--- src/rtl/freq_result_tx.sv ---
// UART readout of the seven latched frequency/duty count words as one 31-byte frame:
// A5 5A, 28 snapshot bytes (MSB byte first per word), 8-bit additive checksum; 8N1, no inter-byte gaps.
module freq_result_tx #(
  parameter int BAUD_DIV = 1736
) (
  input  logic        clk200M,
  input  logic        rst_n,
  input  logic        start,
  input  logic [31:0] xyr_cnt,
  input  logic [31:0] xyh_cnt,
  input  logic [31:0] xyl_cnt,
  input  logic [31:0] x_cnt,
  input  logic [31:0] r_cnt,
  input  logic [31:0] xh_cnt,
  input  logic [31:0] xl_cnt,
  output logic        txd,
  output logic        busy,
  output logic        done,
  output logic        missed
);

  localparam logic [15:0] BIT_LAST  = 16'(BAUD_DIV - 1);
  localparam logic [4:0]  BYTE_LAST = 5'd30;
  localparam logic [7:0]  HDR0      = 8'hA5;
  localparam logic [7:0]  HDR1      = 8'h5A;

  typedef enum logic [1:0] {
    IDLE  = 2'd0,
    START = 2'd1,
    DATA  = 2'd2,
    STOP  = 2'd3
  } state_t;

  state_t       state_r, state_s;
  logic [15:0]  timer_r, timer_s;
  logic [2:0]   bit_idx_r, bit_idx_s;
  logic [4:0]   byte_idx_r, byte_idx_s;
  logic [223:0] snap_r, snap_s;
  logic [7:0]   shift_r, shift_s;
  logic [7:0]   csum_r, csum_s;
  logic         txd_r, txd_s;
  logic         busy_r, busy_s;
  logic         done_r, done_s;
  logic         missed_r, missed_s;
  logic         bit_end_s;
  logic [4:0]   next_idx_s;
  logic [7:0]   next_byte_s;

  function automatic logic [7:0] csum_add(input logic [7:0] acc, input logic [7:0] data);
    return acc + data;
  endfunction

  // Next-state, datapath and output decode for the frame sequencer
  always_comb begin
    state_s    = state_r;
    timer_s    = timer_r;
    bit_idx_s  = bit_idx_r;
    byte_idx_s = byte_idx_r;
    snap_s     = snap_r;
    shift_s    = shift_r;
    csum_s     = csum_r;
    txd_s      = txd_r;
    busy_s     = busy_r;
    done_s     = 1'b0;
    missed_s   = 1'b0;

    bit_end_s  = (timer_r == BIT_LAST);
    next_idx_s = byte_idx_r + 5'd1;
    if (next_idx_s == 5'd1) begin
      next_byte_s = HDR1;
    end else if (next_idx_s == BYTE_LAST) begin
      next_byte_s = csum_r;
    end else begin
      next_byte_s = snap_r[223:216];
    end

    if (start && (state_r != IDLE)) begin
      missed_s = 1'b1;
    end else begin
      missed_s = 1'b0;
    end

    case (state_r)
      IDLE: begin
        if (start) begin
          state_s    = START;
          timer_s    = 16'd0;
          bit_idx_s  = 3'd0;
          byte_idx_s = 5'd0;
          snap_s     = {xyr_cnt, xyh_cnt, xyl_cnt, x_cnt, r_cnt, xh_cnt, xl_cnt};
          shift_s    = HDR0;
          csum_s     = 8'd0;
          txd_s      = 1'b0;
          busy_s     = 1'b1;
        end else begin
          txd_s  = 1'b1;
          busy_s = 1'b0;
        end
      end
      START: begin
        if (bit_end_s) begin
          state_s   = DATA;
          timer_s   = 16'd0;
          bit_idx_s = 3'd0;
          txd_s     = shift_r[0];
          shift_s   = {1'b0, shift_r[7:1]};
        end else begin
          timer_s = timer_r + 16'd1;
        end
      end
      DATA: begin
        if (bit_end_s) begin
          timer_s = 16'd0;
          if (bit_idx_r == 3'd7) begin
            state_s = STOP;
            txd_s   = 1'b1;
          end else begin
            bit_idx_s = bit_idx_r + 3'd1;
            txd_s     = shift_r[0];
            shift_s   = {1'b0, shift_r[7:1]};
          end
        end else begin
          timer_s = timer_r + 16'd1;
        end
      end
      STOP: begin
        if (bit_end_s) begin
          timer_s = 16'd0;
          if (byte_idx_r < BYTE_LAST) begin
            state_s    = START;
            byte_idx_s = next_idx_s;
            shift_s    = next_byte_s;
            txd_s      = 1'b0;
            // Checksum follows the snapshot bytes as they leave, never the live inputs
            if ((next_idx_s != 5'd1) && (next_idx_s != BYTE_LAST)) begin
              csum_s = csum_add(csum_r, next_byte_s);
              snap_s = {snap_r[215:0], 8'h00};
            end else begin
              csum_s = csum_r;
              snap_s = snap_r;
            end
          end else begin
            state_s = IDLE;
            txd_s   = 1'b1;
            busy_s  = 1'b0;
            done_s  = 1'b1;
          end
        end else begin
          timer_s = timer_r + 16'd1;
        end
      end
      default: begin
        state_s = IDLE;
        txd_s   = 1'b1;
        busy_s  = 1'b0;
      end
    endcase
  end

  // State, counters, snapshot and registered outputs
  always_ff @(posedge clk200M or negedge rst_n) begin
    if (!rst_n) begin
      state_r    <= IDLE;
      timer_r    <= 16'd0;
      bit_idx_r  <= 3'd0;
      byte_idx_r <= 5'd0;
      snap_r     <= 224'd0;
      shift_r    <= 8'd0;
      csum_r     <= 8'd0;
      txd_r      <= 1'b1;
      busy_r     <= 1'b0;
      done_r     <= 1'b0;
      missed_r   <= 1'b0;
    end else begin
      state_r    <= state_s;
      timer_r    <= timer_s;
      bit_idx_r  <= bit_idx_s;
      byte_idx_r <= byte_idx_s;
      snap_r     <= snap_s;
      shift_r    <= shift_s;
      csum_r     <= csum_s;
      txd_r      <= txd_s;
      busy_r     <= busy_s;
      done_r     <= done_s;
      missed_r   <= missed_s;
    end
  end

  assign txd    = txd_r;
  assign busy   = busy_r;
  assign done   = done_r;
  assign missed = missed_r;

endmodule

--- config.mk ---
export PLATFORM = sky130hd
export DESIGN_NAME = freq_result_tx
export DESIGN_NICKNAME = d
export VERILOG_FILES = /design/src/rtl/freq_result_tx.sv
export SDC_FILE = /design/constraint.sdc
export NUM_CORES = 1
export LEC_CHECK = 0
export CORE_UTILIZATION = 36
export CTS_CLUSTER_DIAMETER = 60
export DETAILED_ROUTE_END_ITERATION = 12
export GPL_ROUTABILITY_DRIVEN = 0
export GPL_TIMING_DRIVEN = 0
export PLACE_DENSITY_LB_ADDON = 0.2
export SLEW_MARGIN = 20
export SYNTH_ARGS = -nofsm -noshare
export SYNTH_HDL_FRONTEND = slang
export SYNTH_SLANG_ARGS = --single-unit
--- constraint.sdc ---
create_clock -name clk200M -period 3.6 [get_ports clk200M]
set_input_delay 0.54 -clock clk200M [delete_from_list [all_inputs] [get_ports clk200M]]
set_output_delay 0.54 -clock clk200M [all_outputs]
set_load 0.01 [all_outputs]
* After elaboration in Yosys (flattened, before gate mapping)
Cells that the tools add are included.
** Cells by class
- $add $sub $neg :: 4
- Order comparisons :: 1
- Eq/ne operators :: 18
- Mux-type cells :: 52
- Reduce and logical (&&, ||, !) cells :: 14
** Operators by type and width (count)
- $mux 224 :: 4
- $pmux 224 s2 :: 1
- $mux 8 :: 12
- $mux 16 :: 2
- $pmux 16 s2 :: 1
- $pmux 8 s4 :: 1
- $ne 2x2->1 const B :: 9
- $add 16x1->16 const B :: 1
- $eq 16x11->1 const B :: 1
- $pmux 8 s2 :: 1
- $mux 5 :: 3
- $reduce_and 5->1 :: 3
- $mux 1 :: 13
- $mux 3 :: 4
- $mux 2 :: 5
- $pmux 5 s2 :: 1
- $pmux 3 s3 :: 1
- $add 8x8->8 :: 1
- $pmux 2 s4 :: 1
- $reduce_and 3->1 :: 2
- $reduce_and 6->1 :: 1
- $add 5x1->5 const B :: 1
- $eq 5x1->1 const B :: 1
- $eq 5x5->1 const B :: 1
- 15 further kinds :: 18
** Word-level totals
- Register bits :: 270
- Bits of input ports :: 227
- Logic and storage cells :: 100

* Depth between registers and ports, before layout
- Depth after elaboration :: 9
- Gate-level depth with buffers :: 17
- Gate-level depth less buffers :: 16

* Worst setup path before layout
OpenSTA, ideal clock, no wires.
- Kind :: register to register
- Start :: reg byte_idx_r[0]
- End :: reg csum_r[6]
- Setup time :: 0.122 ns
- Arrival :: 3.120 ns
- Data required time :: 3.478 ns
- Path slack :: 0.358 ns
- Stages on the path, launching flop included :: 17
- Clock period less this slack :: 3.242 ns
- Cell sequence :: dfrtp_1 ha_1 or2_2 o21ai_0 a21oi_1 clkbuf_1 inv_1 nor2_1 ha_1 inv_1 fa_1 nor2b_1 o21ai_0 a21boi_0 o21a_1 o21ai_0 a32o_1
** Between the ends
- Cells in the longest elaborated chain, start to end :: 9
** Ends and longest elaborated chain
- from (decl) :: RTL line 37 : logic [4:0] byte_idx_r, byte_idx_s;
- from (signal assigned) :: RTL line 178 : byte_idx_r <= byte_idx_s;
- $add 5x1->5 :: RTL line 68 : next_idx_s = byte_idx_r + 5'd1;
- $eq 5x5->1 :: RTL line 71 : end else if (next_idx_s == BYTE_LAST) begin
- $mux 8 :: RTL line 71
- $mux 8 :: RTL line 69 : if (next_idx_s == 5'd1) begin
- $add 8x8->8 :: RTL line 50 : return acc + data;
- $mux 8 :: RTL line 135 : if ((next_idx_s != 5'd1) && (next_idx_s != BYTE_LAST)) begin
- $mux 8 :: RTL line 129 : if (byte_idx_r < BYTE_LAST) begin
- $mux 8 :: RTL line 127 : if (bit_end_s) begin
- $pmux 8 s2 :: RTL line 83 : case (state_r)
- to (signal assigned) :: RTL line 181 : csum_r <= csum_s;
- to (decl) :: RTL line 40 : logic [7:0] csum_r, csum_s;
Parallel ways exist; a longest one is shown, timed or not. The select of a mux whose other input is x is not followed.
A chain may end at the register's enable or synchronous reset.

* Worst setup path after layout
Same ends and word-level chain as after synthesis.

==> key figures <==
Status
  • Status: complete, no violations

Route
  • Routed Antenna Nets: 0
  • Vias/cell: 5.46
  • Via count: 11,636
  • Final WL: 42.2 mm
  • Pre-antenna DRT Iters: 5
  • DR iter-0 viols: 704
  • Drt wl/cell: 19.8 um
  • DRC viols: 0

Timing
  • Final setup vio count: 0
  • Worst-margin pin slew: 1.11 ns
  • Worst setup margin: 0.254 ns
  • Hold slack final: 0.499 ns
  • Fmax: 299 MHz
  • Slew Limit Fails: 0
  • RSZ-0062 raised after global routing: true
  • Final period util: 0.930
  • Clock skew: 0.0176 ns
  • Fin. Hold Viols: 0
  • Final Critical Period: 3.35 ns
  • Slew margin rel.: 0.255

Power
  • Pwr Density: 364 nW/um^2
  • Max rail drop VDD: 0.000232 V
  • Pleak: 7.57 nW
  • Total power: 6.75 mW

Finish
  • Commonest non-fill, non-tap cell in the layout: dfrtp_1
  • Final net count: 1,836
  • Most frequent cells in the layout: dfrtp_1 (267), mux2i_1 (230), clkdlybuf4s50_1 (229), a31oi_1 (217), a21oi_1 (138)
  • Fill cells: 3,620
  • Area Overhead vs Synth: 29.0%
  • Layout cell share with drive strength beyond 1: 0.134

Job
  • Max-cap violations: 0

GRT
  • Antenna violations before repair: 7
  • Gr ovfl total: 0
  • First-pass GRT wire length: 66.1 mm
  • Number of global-route vias before repair: 11,838
  • GRT Overall Usage: 0.205
  • Pin count of the biggest net entering global routing: 63

Hold path
  • Min-delay worst type: input port to async pin

Setup path
  • Worst path required time: 4.02 ns
  • Startpoint types: flip-flop
  • Worst Path Max Fanout: 10
  • Crit Path Class: flip-flop to flip-flop
  • Worst setup EP type: flip-flop
  • Worst Path Arrival: 3.76 ns

Logic synthesis
  • Synth async-reset ratio: 1.00
  • Post-synth EDFFs: 0
  • Synth cell types: 58
  • Syn Inst Count: 1,319
  • Ys flop type: dfrtp_1
  • Syn Nets: 1,565
  • Yosys reg bits: 270
  • Post-Syn Area per Cell: 10.9 um^2
  • Mapped Area: 14,400 um^2
  • Post-synthesis sequential area ratio: 0.470
  • Synth warn: 0

Clock tree
  • CTS max path bufs: 3
  • CTS tree: built
  • CTS clk-pin slew, worst paths: 0.06 ns
  • H-tree depth: 2
  • Clock root cell: clkbuf_16
  • CTS buffer count: 34
  • Post-CTS Setup Repair Bufs: 0
  • TritonCTS sink count: 270
  • Worst-Skew Late Latency: 0.53 ns

Floorplan
  • Starting Density: 0.369
  • Die ar.: 40,700 um^2
  • Io pins: 231
  • Die W: 202 um
  • Rows: 72
  • DIE HEIGHT: 202 um
  • CORE AREA: 39,000 um^2

Placement
  • Post-DP HPWL: 30.4 mm
  • Buffers on Ports: 230
  • Worst slack, placed: -0.239 ns
[registers in the layout, summed over array words and instances, names as in the netlist, 2 cells and up]
register and cells:
snap_r 224, timer_r 16, csum_r 8, shift_r 8, byte_idx_r 5, bit_idx_r 3
state_r 2
[routing by layer]
metal	track usage	share of wire
met1	0.280	0.46
met2	0.320	0.46
met3	0.0492	0.059
met4	0.0655	0.024
met5	0	0.00033
[final timing paths]
check	startpoint	endpoint	slack (ns)	cells after the start
max	byte_idx_r[0]$_DFFE_PN0P_	csum_r[6]$_DFFE_PN0P_	0.25	16
min	rst_n	byte_idx_r[3]$_DFFE_PN0P_	0.50	2
max reg2reg	byte_idx_r[0]$_DFFE_PN0P_	csum_r[6]$_DFFE_PN0P_	0.25	16
min reg2reg	txd$_DFFE_PN1P_	txd$_DFFE_PN1P_	0.50	2
max in group asynchronous	rst_n	snap_r[81]$_DFFE_PN0P_	2.13	4
min in group clk200M	txd$_DFFE_PN1P_	txd$_DFFE_PN1P_	0.50	2
[cell families (layout without fill, tap and decap cells)]
| logic type | after synthesis | after routing | synth area share |
|---|---|---|---|
| buffers and inverters | 150 | 442 | 0.0647 |
| AO/OA/AOI/OAI | 520 | 520 | 0.237 |
| other | 0 | 4 | 0 |
| AND/OR/NAND/NOR | 116 | 116 | 0.0428 |
| multiplexers | 231 | 231 | 0.161 |
| adder cells (fa/ha/maj) | 19 | 19 | 0.0171 |
| flip-flops | 270 | 270 | 0.470 |
| XOR/XNOR | 13 | 13 | 0.00792 |
[what timing repair did]
| action | 4_1_cts | 5_1_grt |
|---|---|---|
| hold endpoints to repair | 40 | 0 |
| hold buffers | 1 | 0 |
| gates resized for setup | 3 | 7 |
| setup endpoints to repair | 3 | 3 |
[final cells by class]
cell class                      count  area, um^2  area share
Sequential cell                   270        6760       0.364
Multi-Input combinational cell    899        6720       0.362
Timing Repair Buffer              235        2430       0.131
Clock buffer                       48         975      0.0525
Buffer                            132         867      0.0467
Tap cell                          518         648      0.0349
Clock inverter                      9        81.3     0.00438
Inverter                           18        67.6     0.00364
Antenna cell                        4        10.0    0.000539
[metrics by stage]
stage               TNS [ns]  std cells  cell area [um^2]  utilization
global route         -0.0333       2132             18600        0.476
CTS                        0       2129             18500        0.475
global placement    -2778.23       2067             17300        0.444
finish                     0       2133             18600        0.476
detailed placement    -0.334       2071             17400        0.447
floorplan                  0       1319             14400            -
[cell usage after synthesis (all sizes together) (3+ instances only)]
cell type  number  area, um^2
xor2            8        70.1
o21a            3        22.5
o21ai          25         125
nand2          29         111
a211oi          5        37.5
a22o           17         149
ha             18         225
a21o            4        30.0
and3            4        25.0
clkbuf         59         223
nor2b           6        37.5
nand3           9        45.0
a21oi         228        1480
and4            3        26.3
nor4            5        67.6
xnor2           5        43.8
o31ai           3        22.5
buf            73         641
nor2           32         120
mux2i         230        2300
nand4           7        58.8
nand2b          3        18.8
nor3           10        50.1
a221o           4        40.0
o22a            3        26.3
dfrtp         269        6730
a31oi         217        1360
inv            17        63.8
[power breakdown]
part	switching, mW	total, mW	internal (mW)	leakage [nW]
logic	0.162	0.430	0.267	3.34
clock network	1.33	3.28	1.95	0.511
registers	0.000110	3.04	3.04	3.72
[critical path, stage by stage, from the launching register on]
cell and delay (ns):
dfrtp_2 0.47, ha_4 0.22, or2_2 0.29, o21ai_0 0.10, a21oi_1 0.15, clkbuf_4 0.21, inv_1 0.15, nor2_1 0.08
ha_1 0.20, inv_1 0.07, fa_1 0.21, nor2b_1 0.07, o21ai_1 0.17, a21boi_1 0.11, o21a_1 0.18, or3_1 0.31
a32o_1 0.25
Power figures use the tool's default switching activity.
==> edit 1, RTL diff (same flow settings) <==
Encoding of `state_t`: now Gray code (2 bits for 4 states).
--- a/src/rtl/freq_result_tx.sv
+++ b/src/rtl/freq_result_tx.sv
@@ -25,10 +25,10 @@
   localparam logic [7:0]  HDR1      = 8'h5A;
 
   typedef enum logic [1:0] {
-    IDLE  = 2'd0,
-    START = 2'd1,
-    DATA  = 2'd2,
-    STOP  = 2'd3
+    IDLE  = 2'b00,
+    START = 2'b01,
+    DATA  = 2'b11,
+    STOP  = 2'b10
   } state_t;
 
   state_t       state_r, state_s;
Check against the original RTL: no difference found for any inputs over 4 cycles, from zero or initial values and one cycle with rst_n low; so few cycles prove little.
==> edit 1 against the original RTL <==
Worst setup slack got worse by 48 ps; wire length fell by 16%; sequential cell count did not move; highest routed layer is now met4; largest power group unchanged; design area fell by 3.3%; utilization rose by 0.063 points; synthesized area fell by 4.2%; total power rose by 1.9%; critical endpoint unchanged; non-clock buffer count fell by 52; count of clock-buffer cells in the layout rose by 3; sequential share of layout area rose by 1.2 points.
==> edit 1: results <==
export IMPL_status="completed"
export IMPL_cts_buffer_depth=3
export IMPL_synth_compound_area_share_pct=4.99
export IMPL_vias_per_cell=4.73
export IMPL_setup_viol=0
export IMPL_via_count=10800
export IMPL_grt_max_degree=99
export IMPL_ir_drop_mv=0.262
export IMPL_clk_latency_ps=510
export IMPL_ys_async_sr_fraction_pct=100
export IMPL_track_usage_pct=18.2
export IMPL_grt_pass1_wl_mm=56.6
export IMPL_yosysSeqAreaShare_pct=49.1
export IMPL_min_path_type="in2async"
export IMPL_htreeDepth=2
export IMPL_synthCells=1479
export IMPL_largest_reg_flops=224
export IMPL_synthTopCellsByCount="nand2_1, dfrtp_1, mux2_1"
export IMPL_numCtsBuffers=34
export IMPL_leakage_nw=7.13
export IMPL_nFillCells=3690
export IMPL_synthTopCellsByArea="dfrtp_1, nand2_1, mux2_1"
export IMPL_syn_nets=1720
export IMPL_top_regs="snap_r x224, timer_r x16"
export IMPL_ys_types=53
export IMPL_drive_gt1_share_pct=9.78
export IMPL_synth_main_ff_cell="dfrtp_1"
export IMPL_cp_max_fo=10
export IMPL_muxShareOfSynthArea_pct=18.3
export IMPL_finalNetCount=1987
export IMPL_worst_pin_slew_ps=883
export IMPL_clk_pin_slew_ps=60
export IMPL_antenna_found_initial=2
export IMPL_port_buffers=230
export IMPL_wl_per_cell_microns=15.4
export IMPL_arrival_ps=3780
export IMPL_cts_root_buf="clkbuf_16"
export IMPL_dp_hpwl_mm=26.1
export IMPL_yosysWarnings=0
export IMPL_drt_iter0_markers=540
export IMPL_dr_pass1_iters=4
export IMPL_synth_xor_area_share_pct=0.445
export IMPL_dp_cells=2222
export IMPL_synthAdderAreaFrac_pct=1.33
export IMPL_fin_skew_ps=13.2
## edit 1: cell count changes after synthesis, sizes merged, moves of 15 or more
cell,delta
nand2,+655
mux2i,-219
a31oi,-216
a21oi,-214
mux2,+213
buf,-49
o21ai,+15
## edit 1: cells by family after synthesis
family	Yosys count
muxes	225
xor gates and xnor gates	7
and+or+nand+nor	760
buffers and inverters	99
DFF	270
AOI/OAI and AO/OA	104
adders and majority gates	14
## edit 1: what timing repair did
action,4_1_cts,5_1_grt
buffers inserted,0,0
endpoints found under the setup margin,3,3
pin swaps,0,1
resized for setup,3,10
## edit 1: through the flow
step	cell area, sq um	setup slack [ps]	hold WS, ps	setup TNS (ps)	utilization, %
5_1_grt	17900	19.0	89.1	0	47.6
6_report	17900	205	33.3	0	47.6
3_3_place_gp	16700	-10130	467	-2720680	44.4
4_1_cts	17900	57.5	72.2	0	47.5
3_5_place_dp	16800	-274	472	-332	44.5
2_1_floorplan	13800	225	244	0	-
## edit 1: final cells by class
cell class,count,area [sq um],share of cell area (%)
Clock buffer,51,1040,5.79
Tap cell,511,639,3.56
Timing Repair Buffer,232,2360,13.2
Sequential cell,270,6760,37.7
Multi-Input combinational cell,1110,6490,36.2
Clock inverter,8,77.6,0.432
Antenna cell,2,5.00,0.0279
Buffer,83,507,2.82
Inverter,15,56.3,0.314
## edit 1: critical path, stage by stage, from the launching register on
cell and delay (ps):
dfrtp_2 470, ha_4 220, nand2b_1 110, o21ai_0 160
a21oi_2 230, buf_6 190, mux2i_1 250, nor2_1 60
ha_1 190, inv_1 70, fa_1 210, nor2b_1 60
o21ai_1 150, a21boi_0 150, o21a_1 200, or3_1 300
a32o_1 250
## edit 1: final timing paths
path	from	depth (start not counted)	endpoint	slack, ps
worst max-delay path	byte_idx_r[0]	16	csum_r[6]	210
worst min-delay path	rst_n	1	snap_r[78]	30
worst max register to register	byte_idx_r[0]	16	csum_r[6]	210
worst min register to register	snap_r[74]	1	snap_r[74]	480
max in group asynchronous	rst_n	2	csum_r[2]	2570
min in group clk200M	snap_r[74]	1	snap_r[74]	480
## edit 1: layer usage
metal / up-vias / GRT usage, % / share of wire [%]
met5: - / 0 / 0
met3: 54 / 2.90 / 4.3
li1: 5386 / - / -
met2: 217 / 28.5 / 46
met4: 0 / 5.57 / 2.3
met1: 5144 / 25.6 / 48
## edit 1: power breakdown
part	total (mW)	internal (mW)	switching, mW
sequential	3.04	3.04	0.000520
clock	3.37	2.07	1.31
combinational	0.466	0.275	0.190
total	6.88	5.38	1.50
==> edit 2, RTL diff (same settings) <==
Without the edit above. Set the parameter `BAUD_DIV` to 868 (it was 1736).
--- a/src/rtl/freq_result_tx.sv
+++ b/src/rtl/freq_result_tx.sv
@@ -1,7 +1,7 @@
 // UART readout of the seven latched frequency/duty count words as one 31-byte frame:
 // A5 5A, 28 snapshot bytes (MSB byte first per word), 8-bit additive checksum; 8N1, no inter-byte gaps.
 module freq_result_tx #(
-  parameter int BAUD_DIV = 1736
+  parameter int BAUD_DIV = 868
 ) (
   input  logic        clk200M,
   input  logic        rst_n,
Check against the original RTL: not settled (the Yosys comparison gave no result); the edit may change what the design does.
==> edit 2 against the original RTL <==
Sequential cell count did not move; design area is 2.1% lower; total power is 7.0% higher; wire length fell by 3.2%; utilization grew 0.54 points; critical path depth unchanged; combinational power decreased by 0.9%; clock skew up 8.8 ps; maximum frequency up 1.4%; synthesized area is 3.8% lower; final cell count hardly changed; worst setup slack better by 46 ps; largest cell class unchanged.
==> edit 2: results <==
export IMPL_status="completed"
export IMPL_relSlewSlack_pct=45.9
export IMPL_leakage_nw=7.50
export IMPL_crit_slowest_cell="dfrtp_2"
export IMPL_cts_buffer_depth=3
export IMPL_ys_async_sr_fraction_pct=100
export IMPL_top_regs="snap_r x224, timer_r x16"
export IMPL_htreeDepth=2
export IMPL_dp_hpwl_mm=29.2
export IMPL_yosysSeqAreaShare_pct=48.9
export IMPL_ys_types=59
export IMPL_arrival_ps=3700
export IMPL_cp_max_fo=10
export IMPL_synthTopCellsByArea="dfrtp_1, mux2i_1, a31oi_1"
export IMPL_vias_per_cell=5.43
export IMPL_clk_pin_slew_ps=50
export IMPL_grt_pass1_wl_mm=63.5
export IMPL_ir_drop_mv=0.281
export IMPL_drt_iter0_markers=649
export IMPL_syn_to_final_growth_pct=31.4
export IMPL_port_buffers=230
export IMPL_synthTopCellsByCount="dfrtp_1, a21oi_1, mux2i_1"
export IMPL_clk_latency_ps=520
export IMPL_drive_gt1_share_pct=8.59
export IMPL_yosysWarnings=0
export IMPL_critPathMaxStageDelay_ps=460
export IMPL_dr_pass1_iters=4
export IMPL_start_util_pct=36.6
export IMPL_grt_pass1_vias=11800
export IMPL_numCtsBuffers=36
export IMPL_syn_nets=1567
export IMPL_critPathTopFamily="compound AO/OA/AOI/OAI gates"
export IMPL_placed_area_sq_um=16900
export IMPL_fin_skew_ps=26.4
export IMPL_antenna_found_initial=9
export IMPL_place_ws_ps=-278
export IMPL_post_cts_buffers=0
export IMPL_wl_per_cell_microns=19.2
export IMPL_cts_root_buf="clkbuf_16"
export IMPL_finalNetCount=1838
export IMPL_track_usage_pct=20.5
export IMPL_min_path_type="in2async"
export IMPL_grt_max_degree=97
-- edit 2: metal layers --
metal | global-route usage [%] | share of wire [%] | vias up
met5 | 0 | 0.26 | -
met4 | 4.39 | 1.7 | 16
met3 | 4.41 | 5.7 | 64
met2 | 33.2 | 47 | 283
met1 | 27.9 | 46 | 5679
li1 | - | - | 5535
-- edit 2: cells by family after synthesis --
kind of cell	synth area share, %
AND/OR/NAND/NOR	4.24
multiplexers	16.5
flip-flops	48.9
AO/OA/AOI/OAI	22.2
adder cells (fa/ha/maj)	1.77
buffers and inverters	5.58
XOR/XNOR	0.824
-- edit 2: cell type report --
| class | count | area (sq um) |
|---|---|---|
| diodes | 1 | 2.50 |
| plain buffers | 133 | 701 |
| clock buffers | 48 | 1060 |
| clock inverters | 17 | 211 |
| fillers | 3506 | 19600 |
| inverters | 20 | 75.1 |
| multi-input cells | 898 | 6330 |
| flip-flops and latches | 270 | 6760 |
| well taps | 511 | 639 |
| repair buffers | 233 | 2390 |
-- edit 2: worst reg2reg max path: cells and delay by family, from the launching register on --
| kind | cells | cell delay, ps |
|---|---|---|
| AO/OA/AOI/OAI | 5 | 870 |
| adder cells (fa/ha/maj) | 3 | 590 |
| buffers and inverters | 3 | 350 |
| flip-flops | 1 | 460 |
| multiplexers | 1 | 260 |
| AND/OR/NAND/NOR | 4 | 660 |
-- edit 2: what timing repair did --
item / CTS / global route
gates resized for setup: 3 / 11
endpoints found under the hold margin: 0 / 0
setup endpoints to repair: 3 / 3
-- edit 2: report_power, final --
group / switching (mW) / internal, mW / leakage, nW
logic: 0.163 / 0.264 / 3.15
registers: 0.000294 / 3.04 / 3.73
clock network: 1.40 / 2.36 / 0.622
total: 1.56 / 5.66 / 7.50
-- edit 2: worst paths after layout --
check | depth (start not counted) | endpoint | slack, ps | startpoint
max reg2reg | 16 | csum_r[6] | 300 | byte_idx_r[1]
min in group clk200M | 1 | bit_idx_r[0] | 500 | bit_idx_r[0]
min | 2 | snap_r[213] | 30 | rst_n
max in group asynchronous | 3 | snap_r[94] | 2680 | rst_n
max | 16 | csum_r[6] | 300 | byte_idx_r[1]
min reg2reg | 1 | bit_idx_r[0] | 500 | bit_idx_r[0]
-- edit 2: stage by stage --
step,TNS [ps],cells,hold WS [ps]
final,0,2131,34.7
after global routing,0,2130,72.8
after floorplan,0,1321,244
after global placement,-2745080,2062,481
after CTS,0,2130,61.4
after detailed placement,-506,2065,490
